File: src/rtl/axi4_wr_arbiter.sv
`default_nettype none
// ============================================================================
// Module : axi4_wr_arbiter
// Round-robin arbiter sharing one AXI4 write path (AW->W->B) among requesters.
// Rev    : 1.0  initial release
// ============================================================================
module axi4_wr_arbiter #(
  parameter int MASTERS_AMOUNT = 2,
  parameter int DATA_WIDTH     = 32,
  parameter int ADDR_WIDTH     = 16,
  parameter int ID_WIDTH       = 1,
  parameter int AWUSER_WIDTH   = 1,
  parameter int WUSER_WIDTH    = 1,
  parameter int BUSER_WIDTH    = 1
) (
  input  logic                                          aclk,
  input  logic                                          areset,
  // requester side
  input  logic [MASTERS_AMOUNT-1:0]                     s_awvalid,
  output logic [MASTERS_AMOUNT-1:0]                     s_awready,
  input  logic [MASTERS_AMOUNT-1:0][ID_WIDTH-1:0]       s_awid,
  input  logic [MASTERS_AMOUNT-1:0][ADDR_WIDTH-1:0]     s_awaddr,
  input  logic [MASTERS_AMOUNT-1:0][7:0]                s_awlen,
  input  logic [MASTERS_AMOUNT-1:0][2:0]                s_awsize,
  input  logic [MASTERS_AMOUNT-1:0][1:0]                s_awburst,
  input  logic [MASTERS_AMOUNT-1:0]                     s_awlock,
  input  logic [MASTERS_AMOUNT-1:0][3:0]                s_awcache,
  input  logic [MASTERS_AMOUNT-1:0][2:0]                s_awprot,
  input  logic [MASTERS_AMOUNT-1:0][3:0]                s_awqos,
  input  logic [MASTERS_AMOUNT-1:0][AWUSER_WIDTH-1:0]   s_awuser,
  input  logic [MASTERS_AMOUNT-1:0]                     s_wvalid,
  output logic [MASTERS_AMOUNT-1:0]                     s_wready,
  input  logic [MASTERS_AMOUNT-1:0][DATA_WIDTH-1:0]     s_wdata,
  input  logic [MASTERS_AMOUNT-1:0][DATA_WIDTH/8-1:0]   s_wstrb,
  input  logic [MASTERS_AMOUNT-1:0]                     s_wlast,
  input  logic [MASTERS_AMOUNT-1:0][WUSER_WIDTH-1:0]    s_wuser,
  output logic [MASTERS_AMOUNT-1:0]                     s_bvalid,
  input  logic [MASTERS_AMOUNT-1:0]                     s_bready,
  output logic [MASTERS_AMOUNT-1:0][ID_WIDTH-1:0]       s_bid,
  output logic [MASTERS_AMOUNT-1:0][1:0]                s_bresp,
  output logic [MASTERS_AMOUNT-1:0][BUSER_WIDTH-1:0]    s_buser,
  input  logic [MASTERS_AMOUNT-1:0]                     s_arvalid,
  output logic [MASTERS_AMOUNT-1:0]                     s_arready,
  input  logic [MASTERS_AMOUNT-1:0][ID_WIDTH-1:0]       s_arid,
  input  logic [MASTERS_AMOUNT-1:0][ADDR_WIDTH-1:0]     s_araddr,
  input  logic [MASTERS_AMOUNT-1:0][7:0]                s_arlen,
  output logic [MASTERS_AMOUNT-1:0]                     s_rvalid,
  input  logic [MASTERS_AMOUNT-1:0]                     s_rready,
  output logic [MASTERS_AMOUNT-1:0][ID_WIDTH-1:0]       s_rid,
  output logic [MASTERS_AMOUNT-1:0][DATA_WIDTH-1:0]     s_rdata,
  output logic [MASTERS_AMOUNT-1:0][1:0]                s_rresp,
  output logic [MASTERS_AMOUNT-1:0]                     s_rlast,
  // shared downstream side
  output logic                                          m_awvalid,
  input  logic                                          m_awready,
  output logic [ID_WIDTH-1:0]                           m_awid,
  output logic [ADDR_WIDTH-1:0]                         m_awaddr,
  output logic [7:0]                                    m_awlen,
  output logic [2:0]                                    m_awsize,
  output logic [1:0]                                    m_awburst,
  output logic                                          m_awlock,
  output logic [3:0]                                    m_awcache,
  output logic [2:0]                                    m_awprot,
  output logic [3:0]                                    m_awqos,
  output logic [AWUSER_WIDTH-1:0]                       m_awuser,
  output logic                                          m_wvalid,
  input  logic                                          m_wready,
  output logic [DATA_WIDTH-1:0]                         m_wdata,
  output logic [DATA_WIDTH/8-1:0]                       m_wstrb,
  output logic                                          m_wlast,
  output logic [WUSER_WIDTH-1:0]                        m_wuser,
  input  logic                                          m_bvalid,
  output logic                                          m_bready,
  input  logic [ID_WIDTH-1:0]                           m_bid,
  input  logic [1:0]                                    m_bresp,
  input  logic [BUSER_WIDTH-1:0]                        m_buser,
  output logic                                          m_arvalid,
  input  logic                                          m_arready,
  output logic [ID_WIDTH-1:0]                           m_arid,
  output logic [ADDR_WIDTH-1:0]                         m_araddr,
  output logic [7:0]                                    m_arlen,
  input  logic                                          m_rvalid,
  output logic                                          m_rready,
  input  logic [ID_WIDTH-1:0]                           m_rid,
  input  logic [DATA_WIDTH-1:0]                         m_rdata,
  input  logic [1:0]                                    m_rresp,
  input  logic                                          m_rlast
);

  localparam int GRANT_W = (MASTERS_AMOUNT > 1) ? $clog2(MASTERS_AMOUNT) : 1;

  typedef enum logic [1:0] {
    S_IDLE = 2'd0,
    S_ADDR = 2'd1,
    S_DATA = 2'd2,
    S_RESP = 2'd3
  } state_t;

  state_t             r_state;
  state_t             w_state_next;
  logic [GRANT_W-1:0] r_grant_idx;
  logic [GRANT_W-1:0] r_last_grant;
  logic [GRANT_W-1:0] w_winner;
  logic               w_found;
  logic               w_b_done;
  logic               w_unused;

  // Round-robin search: slots above last_grant first, then wrap to slot 0.
  always_comb begin
    w_found  = 1'b0;
    w_winner = '0;
    for (int i = 0; i < MASTERS_AMOUNT; i++) begin
      if (!w_found && s_awvalid[i] && (GRANT_W'(i) > r_last_grant)) begin
        w_found  = 1'b1;
        w_winner = GRANT_W'(i);
      end
    end
    for (int i = 0; i < MASTERS_AMOUNT; i++) begin
      if (!w_found && s_awvalid[i] && (GRANT_W'(i) <= r_last_grant)) begin
        w_found  = 1'b1;
        w_winner = GRANT_W'(i);
      end
    end
  end

  assign w_b_done = (r_state == S_RESP) && m_bvalid && m_bready;

  always_comb begin
    w_state_next = r_state;
    case (r_state)
      S_IDLE:  if (w_found)                        w_state_next = S_ADDR;
      S_ADDR:  if (m_awvalid && m_awready)         w_state_next = S_DATA;
      S_DATA:  if (m_wvalid && m_wready && m_wlast) w_state_next = S_RESP;
      S_RESP:  if (w_b_done)                       w_state_next = S_IDLE;
      default:                                     w_state_next = S_IDLE;
    endcase
  end

  always_ff @(posedge aclk or posedge areset) begin
    if (areset) begin
      r_state <= S_IDLE;
    end else begin
      r_state <= w_state_next;
    end
  end

  always_ff @(posedge aclk or posedge areset) begin
    if (areset) begin
      r_grant_idx  <= '0;
      r_last_grant <= GRANT_W'(MASTERS_AMOUNT - 1);
    end else begin
      if ((r_state == S_IDLE) && w_found) r_grant_idx <= w_winner;
      if (w_b_done)                      r_last_grant <= r_grant_idx;
    end
  end

  // Downstream payload is zero outside the phase that owns it.
  always_comb begin
    m_awvalid = 1'b0;
    m_awid    = '0;
    m_awaddr  = '0;
    m_awlen   = '0;
    m_awsize  = '0;
    m_awburst = '0;
    m_awlock  = 1'b0;
    m_awcache = '0;
    m_awprot  = '0;
    m_awqos   = '0;
    m_awuser  = '0;
    m_wvalid  = 1'b0;
    m_wdata   = '0;
    m_wstrb   = '0;
    m_wlast   = 1'b0;
    m_wuser   = '0;
    m_bready  = 1'b0;
    case (r_state)
      S_ADDR: begin
        m_awvalid = s_awvalid[r_grant_idx];
        m_awid    = s_awid[r_grant_idx];
        m_awaddr  = s_awaddr[r_grant_idx];
        m_awlen   = s_awlen[r_grant_idx];
        m_awsize  = s_awsize[r_grant_idx];
        m_awburst = s_awburst[r_grant_idx];
        m_awlock  = s_awlock[r_grant_idx];
        m_awcache = s_awcache[r_grant_idx];
        m_awprot  = s_awprot[r_grant_idx];
        m_awqos   = s_awqos[r_grant_idx];
        m_awuser  = s_awuser[r_grant_idx];
      end
      S_DATA: begin
        m_wvalid = s_wvalid[r_grant_idx];
        m_wdata  = s_wdata[r_grant_idx];
        m_wstrb  = s_wstrb[r_grant_idx];
        m_wlast  = s_wlast[r_grant_idx];
        m_wuser  = s_wuser[r_grant_idx];
      end
      S_RESP:  m_bready = s_bready[r_grant_idx];
      default: ;
    endcase
  end

  generate
    for (genvar i = 0; i < MASTERS_AMOUNT; i++) begin : g_slot
      logic w_sel;
      logic w_b_route;
      assign w_sel        = (r_grant_idx == GRANT_W'(i));
      assign w_b_route    = w_sel && (r_state == S_RESP);
      assign s_awready[i] = w_sel && (r_state == S_ADDR) && m_awready;
      assign s_wready[i]  = w_sel && (r_state == S_DATA) && m_wready;
      assign s_bvalid[i]  = w_b_route && m_bvalid;
      assign s_bid[i]     = w_b_route ? m_bid   : '0;
      assign s_bresp[i]   = w_b_route ? m_bresp : '0;
      assign s_buser[i]   = w_b_route ? m_buser : '0;
    end
  endgenerate

  // Read channels are not arbitrated.
  assign s_arready = '0;
  assign s_rvalid  = '0;
  assign s_rid     = '0;
  assign s_rdata   = '0;
  assign s_rresp   = '0;
  assign s_rlast   = '0;
  assign m_arvalid = 1'b0;
  assign m_arid    = '0;
  assign m_araddr  = '0;
  assign m_arlen   = '0;
  assign m_rready  = 1'b0;

  assign w_unused = ^{s_arvalid, s_arid, s_araddr, s_arlen, s_rready,
                      m_arready, m_rvalid, m_rid, m_rdata, m_rresp, m_rlast};

endmodule
`default_nettype wire

File: config.mk
export PLATFORM = sky130hd
export DESIGN_NAME = axi4_wr_arbiter
export DESIGN_NICKNAME = d
export VERILOG_FILES = /design/src/rtl/axi4_wr_arbiter.sv
export SDC_FILE = /design/constraint.sdc
export NUM_CORES = 1
export LEC_CHECK = 0
export CAP_MARGIN = 0
export CORE_AREA = 3 3 183 185
export CTS_CLUSTER_DIAMETER = 60
export DETAILED_ROUTE_END_ITERATION = 12
export DIE_AREA = 0 0 186 188
export SKIP_LAST_GASP = 1
export SLEW_MARGIN = 10
export SYNTH_ARGS = -nofsm -noshare
export SYNTH_HDL_FRONTEND = slang
export SYNTH_SLANG_ARGS = --single-unit
export TNS_END_PERCENT = 20
File: constraint.sdc
create_clock -name aclk -period 1.56 [get_ports aclk]
set_input_delay 0.312 -clock aclk [delete_from_list [all_inputs] [get_ports aclk]]
set_output_delay 0.312 -clock aclk [all_outputs]
set_load 0.05 [all_outputs]
==> impl_metrics.toml, run 1 <==
[pwr]
p_leak_nw = 3.09
power_density_nw_per_um2 = 1820
ir_drop_mv = 0.491

[synth]
ys_top_cells_by_count = "buf_4, nor2b_1, mux2i_1"
synth_warnings = 0
syn_area_sq_um = 2640
synthArstFlopShare_pct = 100
netlist_instances = 341
synth-main-ff-cell = "dfrtp_1"
synth.area.top_cells = "mux2i_1, buf_4, nor2b_1"
seq_area_frac_synth_pct = 3.83
synth.distinct_cells = 25
synth_top_area_share_pct = 31.4
ys_ff_latch = 4
synth_area_per_cell_sq_um = 7.75
yosysMostFrequentCell = "buf_4"
synth-edff-count = 0
synth_top_area_cell = "mux2i_1"

[clock_tree]
clk_latency_ns = 0.22
root_buffer = "clkbuf_16"
cts_tree = "done"
max-clock-path-buffers = 2
numCtsBuffers = 3
path_clk_slew_ns = 0.03
hold_buffers = 0
clock_sinks = 4
htree_levels = 1

[die]
initial_utilization_pct = 8.21
fp-row-count = 66
core_area_sq_um = 32200
io_pins = 470
die_x_um = 186
die_y_um = 188
die-area_sq_um = 35000

[global_route]
grt_pass1_wl_um = 18000
grt_start_max_net_pins = 22
grt_usage_pct = 6.76
grt_pass1_vias = 2971
antenna_found_initial = 3
grt.overflow.total = 0

[critical_path]
critPathBufInv = 3
critical_path.cell_chain = "buf_6 -> buf_12 -> mux2i_2 -> nor2b_4 -> buf_12"
required_ns = 1.25
startpoint_type = "flip-flop"
cp.arrival_ns = 1.62
path_class = "reg -> out"
critPathSlowestCell = "dfrtp_4"
crit_top_cell = "buf_12"
cp-end-kind = "primary output"
crit_family = "buffers and inverters"
max_stage_delay_ns = 0.48
worstPathMaxFanout = 20

[drt]
drc_errors = 0
vias = 3083
drt_pass1_iterations = 4
post_drt_via_cell_ratio = 2.96
drt-initial-drc-count = 57
final_antenna_net_count = 0
routed_wl_um = 13700
wl_per_cell_um = 13.2

[timing]
hold_viol_final = 0
finClkSkew_ns = 0.00354
slew_viol_final = 0
period_minus_slack_ns = 1.94
min_period_over_period_pct = 124
setup_viol = 100
fmax_mhz = 516
setup_ws_ns = -0.377
rsz0062_at_grt = "yes"

[cells_and_area]
stdcell_area_sq_um = 7400
drive_above_1_share_pct = 40.3
layout.nets = 906
final_cells = 1040
area_growth_pct = 180

[outcome]
failed_checks = "negative setup slack"
status = "complete, but fails checks"

[placement]
dp_hpwl_um = 11700
dpl_cell_area_sq_um = 6930
place_ws_ns = -0.667
io_buffers = 274
routabilityCongestion = 0.733
dp.cells = 1027

[worst_hold_path]
hp-class = "in -> async"

[job]
cap_violations = 0
-- report_power, final --
group,switching (mW),internal [mW]
sequential,0.0962,0.178
combinational,6.48,6.30
clock,0.0730,0.338
total,6.65,6.81
-- metal layers --
layer / GRT usage [%] / part of all wire (%)
met2: 13.1 / 55
met1: 7.40 / 36
met5: 0 / 0.28
met4: 0.831 / 0.71
met3: 1.84 / 8.7
-- area by class of cell --
type / count / area [sq um]
fillers: 3443 / 24800
repair buffers: 308 / 4120
multi-input cells: 311 / 2560
well taps: 408 / 510
flip-flops and latches: 4 / 106
clock buffers: 4 / 78.8
inverters: 4 / 15.0
diodes: 1 / 2.50
-- worst paths after layout --
kind	from	to	slack [ns]	cells after the start
min	areset	r_state[1]	0.39	2
min in group aclk	r_last_grant	r_last_grant	0.49	2
max	g_slot[1].w_sel	m_awaddr[8]	-0.38	5
max reg2reg	g_slot[1].w_sel	r_state[1]	-0.35	5
max in group asynchronous	areset	r_last_grant	0.93	2
min reg2reg	r_last_grant	r_last_grant	0.49	2
-- through the flow --
step,hold WS (ns),power (mW),utilization [%],setup TNS (ns)
CTS,0.395,13.2,22.4,-35.19
floorplan,0.0774,7.25,-,-13.57
detailed placement,0.493,12.1,21.5,-19.93
global placement,0.474,12.1,21.5,-19.04
global route,0.417,14.0,23.0,-37.11
finish,0.387,13.5,23.0,-30.11
-- kinds of logic (layout without fill, tap and decap cells) --
family | after synthesis | after routing | share of synthesized area (%)
compound gates | 8 | 8 | 3.03
buf+inv | 128 | 316 | 33.3
other cells | 1 | 104 | 0.142
mux | 85 | 85 | 32.3
flops | 4 | 4 | 3.83
simple gates | 110 | 110 | 25.0
fa+ha+maj | 5 | 5 | 2.37
-- flip-flops by register name (all words and copies together) (netlist names) --
register,cells
r_last_grant,1
r_state,2
g_slot.w_sel,1
-- layout by cell type (no fill, tap or decap), types with 2 or more instances in the layout --
cell type / n
and3_1: 7
o21ai_0: 2
nor2b_4: 28
buf_6: 3
clkbuf_16: 4
and2_4: 5
inv_2: 2
buf_16: 2
ha_4: 2
ha_1: 3
nor2b_2: 56
buf_12: 102
mux2i_4: 6
inv_1: 2
mux2i_1: 65
buf_4: 23
nand2_1: 8
conb_1: 103
nor2_2: 2
mux2i_2: 12
and2_1: 2
clkdlybuf4s50_1: 176
-- repair_timing --
| action | CTS | global route |
|---|---|---|
| endpoints found under the setup margin | 100 | 100 |
| setup buffers | 4 | 2 |
| gates cloned | 2 | 1 |
| pin swaps | 1 | 2 |
| gates resized for setup | 24 | 30 |
No activity file was read; power rests on OpenSTA's default activity.
==> inputs of run 2 (changes only) <==
--- a/config.mk
+++ b/config.mk
@@ -6,4 +6,5 @@
 export NUM_CORES = 1
 export LEC_CHECK = 0
+export ABC_CLOCK_PERIOD_IN_PS = 1560
 export CAP_MARGIN = 0
 export CORE_AREA = 3 3 183 185
==> constraint.sdc (replaced) <==
create_clock -name aclk -period 1.56 [get_ports aclk]
set_input_delay 0.312 -clock aclk [delete_from_list [all_inputs] [get_ports aclk]]
set_output_delay 0.312 -clock aclk [all_outputs]
set_load 0.01 [all_outputs]
==> run 2 against run 1 <==
  * The flow still finishes with violations (negative setup slack)
  * Cell count grew 0.38%
  * Sequential cell count is the same
  * Worst setup slack lost 0.011 ns
  * Global-route usage is 0.46 points lower
  * Critical path depth did not move
  * Critical endpoint is now m_wdata[11]
==> impl_metrics.toml, run 2 (synthesis gave the netlist of run 1 again) <==
[cells_and_area]
top_register = "r_state"
num_antenna_cells = 0
finish.utilization_pct = 18.6
layout.nets = 911
mostFrequentLayoutCells = "clkdlybuf4s50_1, conb_1, mux2i_1"
drive_above_1_share_pct = 19.5
largest_reg_flops = 2
area_growth_pct = 127
final_common_cell = "clkdlybuf4s50_1"

[placement]
routabilityCongestion = 0.713
dp_hpwl_um = 10200
place_ws_ns = -0.511
io_buffers = 274

[drt]
wl_per_cell_um = 11.9
vias = 3043
drt-initial-drc-count = 21
drt_pass1_iterations = 4
routed_wl_um = 12500
final_antenna_net_count = 0
post_drt_via_cell_ratio = 2.91
drc_errors = 0

[critical_path]
path_class = "reg -> out"
cp.arrival_ns = 1.64
worstPathMaxFanout = 10
startpoint_type = "flip-flop"
cp-end-kind = "primary output"
required_ns = 1.25

[global_route]
grt-busiest-layer = "met2"
grt_start_max_net_pins = 23
use_met1_pct = 6.92
grt_usage_pct = 6.30
grt_pass1_wl_um = 16900
antenna_found_initial = 0
grt_util_met3_pct = 1.44
gr-usage-met2_pct = 12.3
grt.overflow.total = 0
grt_pass1_vias = 2947

[die]
initial_utilization_pct = 8.21
die-area_sq_um = 35000
die_y_um = 188
die_x_um = 186
fp-row-count = 66
io_pins = 470
core_area_sq_um = 32200

[timing]
slew_viol_final = 0
period_minus_slack_ns = 1.95
fmax_mhz = 513
setup_viol = 100
finClkSkew_ns = 0.00490
setup_ws_ns = -0.388
hold_viol_final = 0
min_period_over_period_pct = 125
rsz0062_at_grt = "yes"

[clock_tree]
max-clock-path-buffers = 2
cts_tree = "done"
numCtsBuffers = 3
clk_latency_ns = 0.23
clock_sinks = 4
htree_levels = 1
path_clk_slew_ns = 0.03
root_buffer = "clkbuf_16"

[pwr]
ir_drop_mv = 0.421
power_density_nw_per_um2 = 1200
p_leak_nw = 2.87

[worst_hold_path]
hp-class = "in -> async"

[job]
cap_violations = 0

[outcome]
status = "complete, but fails checks"
failed_checks = "negative setup slack"
==> run 2: final timing paths <==
path,from,endpoint,slack (ns),depth (start not counted)
setup reg to reg,g_slot[1].w_sel,r_state[1],-0.38,6
hold / removal,areset,g_slot[1].w_sel,0.28,2
max in group asynchronous,areset,r_last_grant,1.03,2
setup / recovery,g_slot[1].w_sel,m_wdata[11],-0.39,5
hold reg to reg,r_last_grant,g_slot[1].w_sel,0.61,2
min in group aclk,r_last_grant,g_slot[1].w_sel,0.61,2
==> run 2: cell type report <==
class                   instances  area, sq um
flip-flops and latches          4          106
well taps                     408          510
repair buffers                313         3060
fillers                      3611        26200
multi-input cells             311         2230
clock buffers                   4         78.8
inverters                       4         15.0
==> run 2: power by group <==
part	switching [mW]	internal [mW]	leakage, nW
Combinational	2.87	3.66	2.79
Clock	0.0810	0.338	0.0382
Sequential	0.0849	0.178	0.0435
Total	3.04	4.18	2.87
==> run 2: repair_timing <==
action / 4_1_cts / 5_1_grt
resized for setup: 176 / 25
setup buffers: 9 / 1
pin swaps: 3 / 0
cloned: 3 / 0
hold buffers: 0 / 0
endpoints found under the setup margin: 100 / 101
==> run 2: metal layers <==
layer	share of wire, %	wire length [um]	vias to the layer above
met5	0	0	-
met4	0.55	68	0
met3	8.6	1070	5
met2	54	6690	186
met1	37	4620	1351
li1	-	-	1501
==> run 2: worst max-delay path, stage by stage (launching register included) <==
cell and delay, ns:
dfrtp_4 0.50, buf_8 0.17, buf_16 0.16, mux2i_2 0.21, nor2b_1 0.07, dlygate4sd2_1 0.28
==> run 2: stage by stage <==
step | TNS, ns | hold WS (ns) | cells | total power, mW | cell area, sq um
floorplan | -0.332 | 0.0774 | 443 | 3.71 | 3150
global placement | -42.05 | 0.535 | 1028 | 6.66 | 5790
detailed placement | -42.96 | 0.540 | 1028 | 6.68 | 5790
CTS | -35.96 | 0.297 | 1044 | 7.49 | 6050
global route | -37.97 | 0.315 | 1044 | 7.81 | 6000
finish | -31.01 | 0.284 | 1044 | 7.22 | 6000
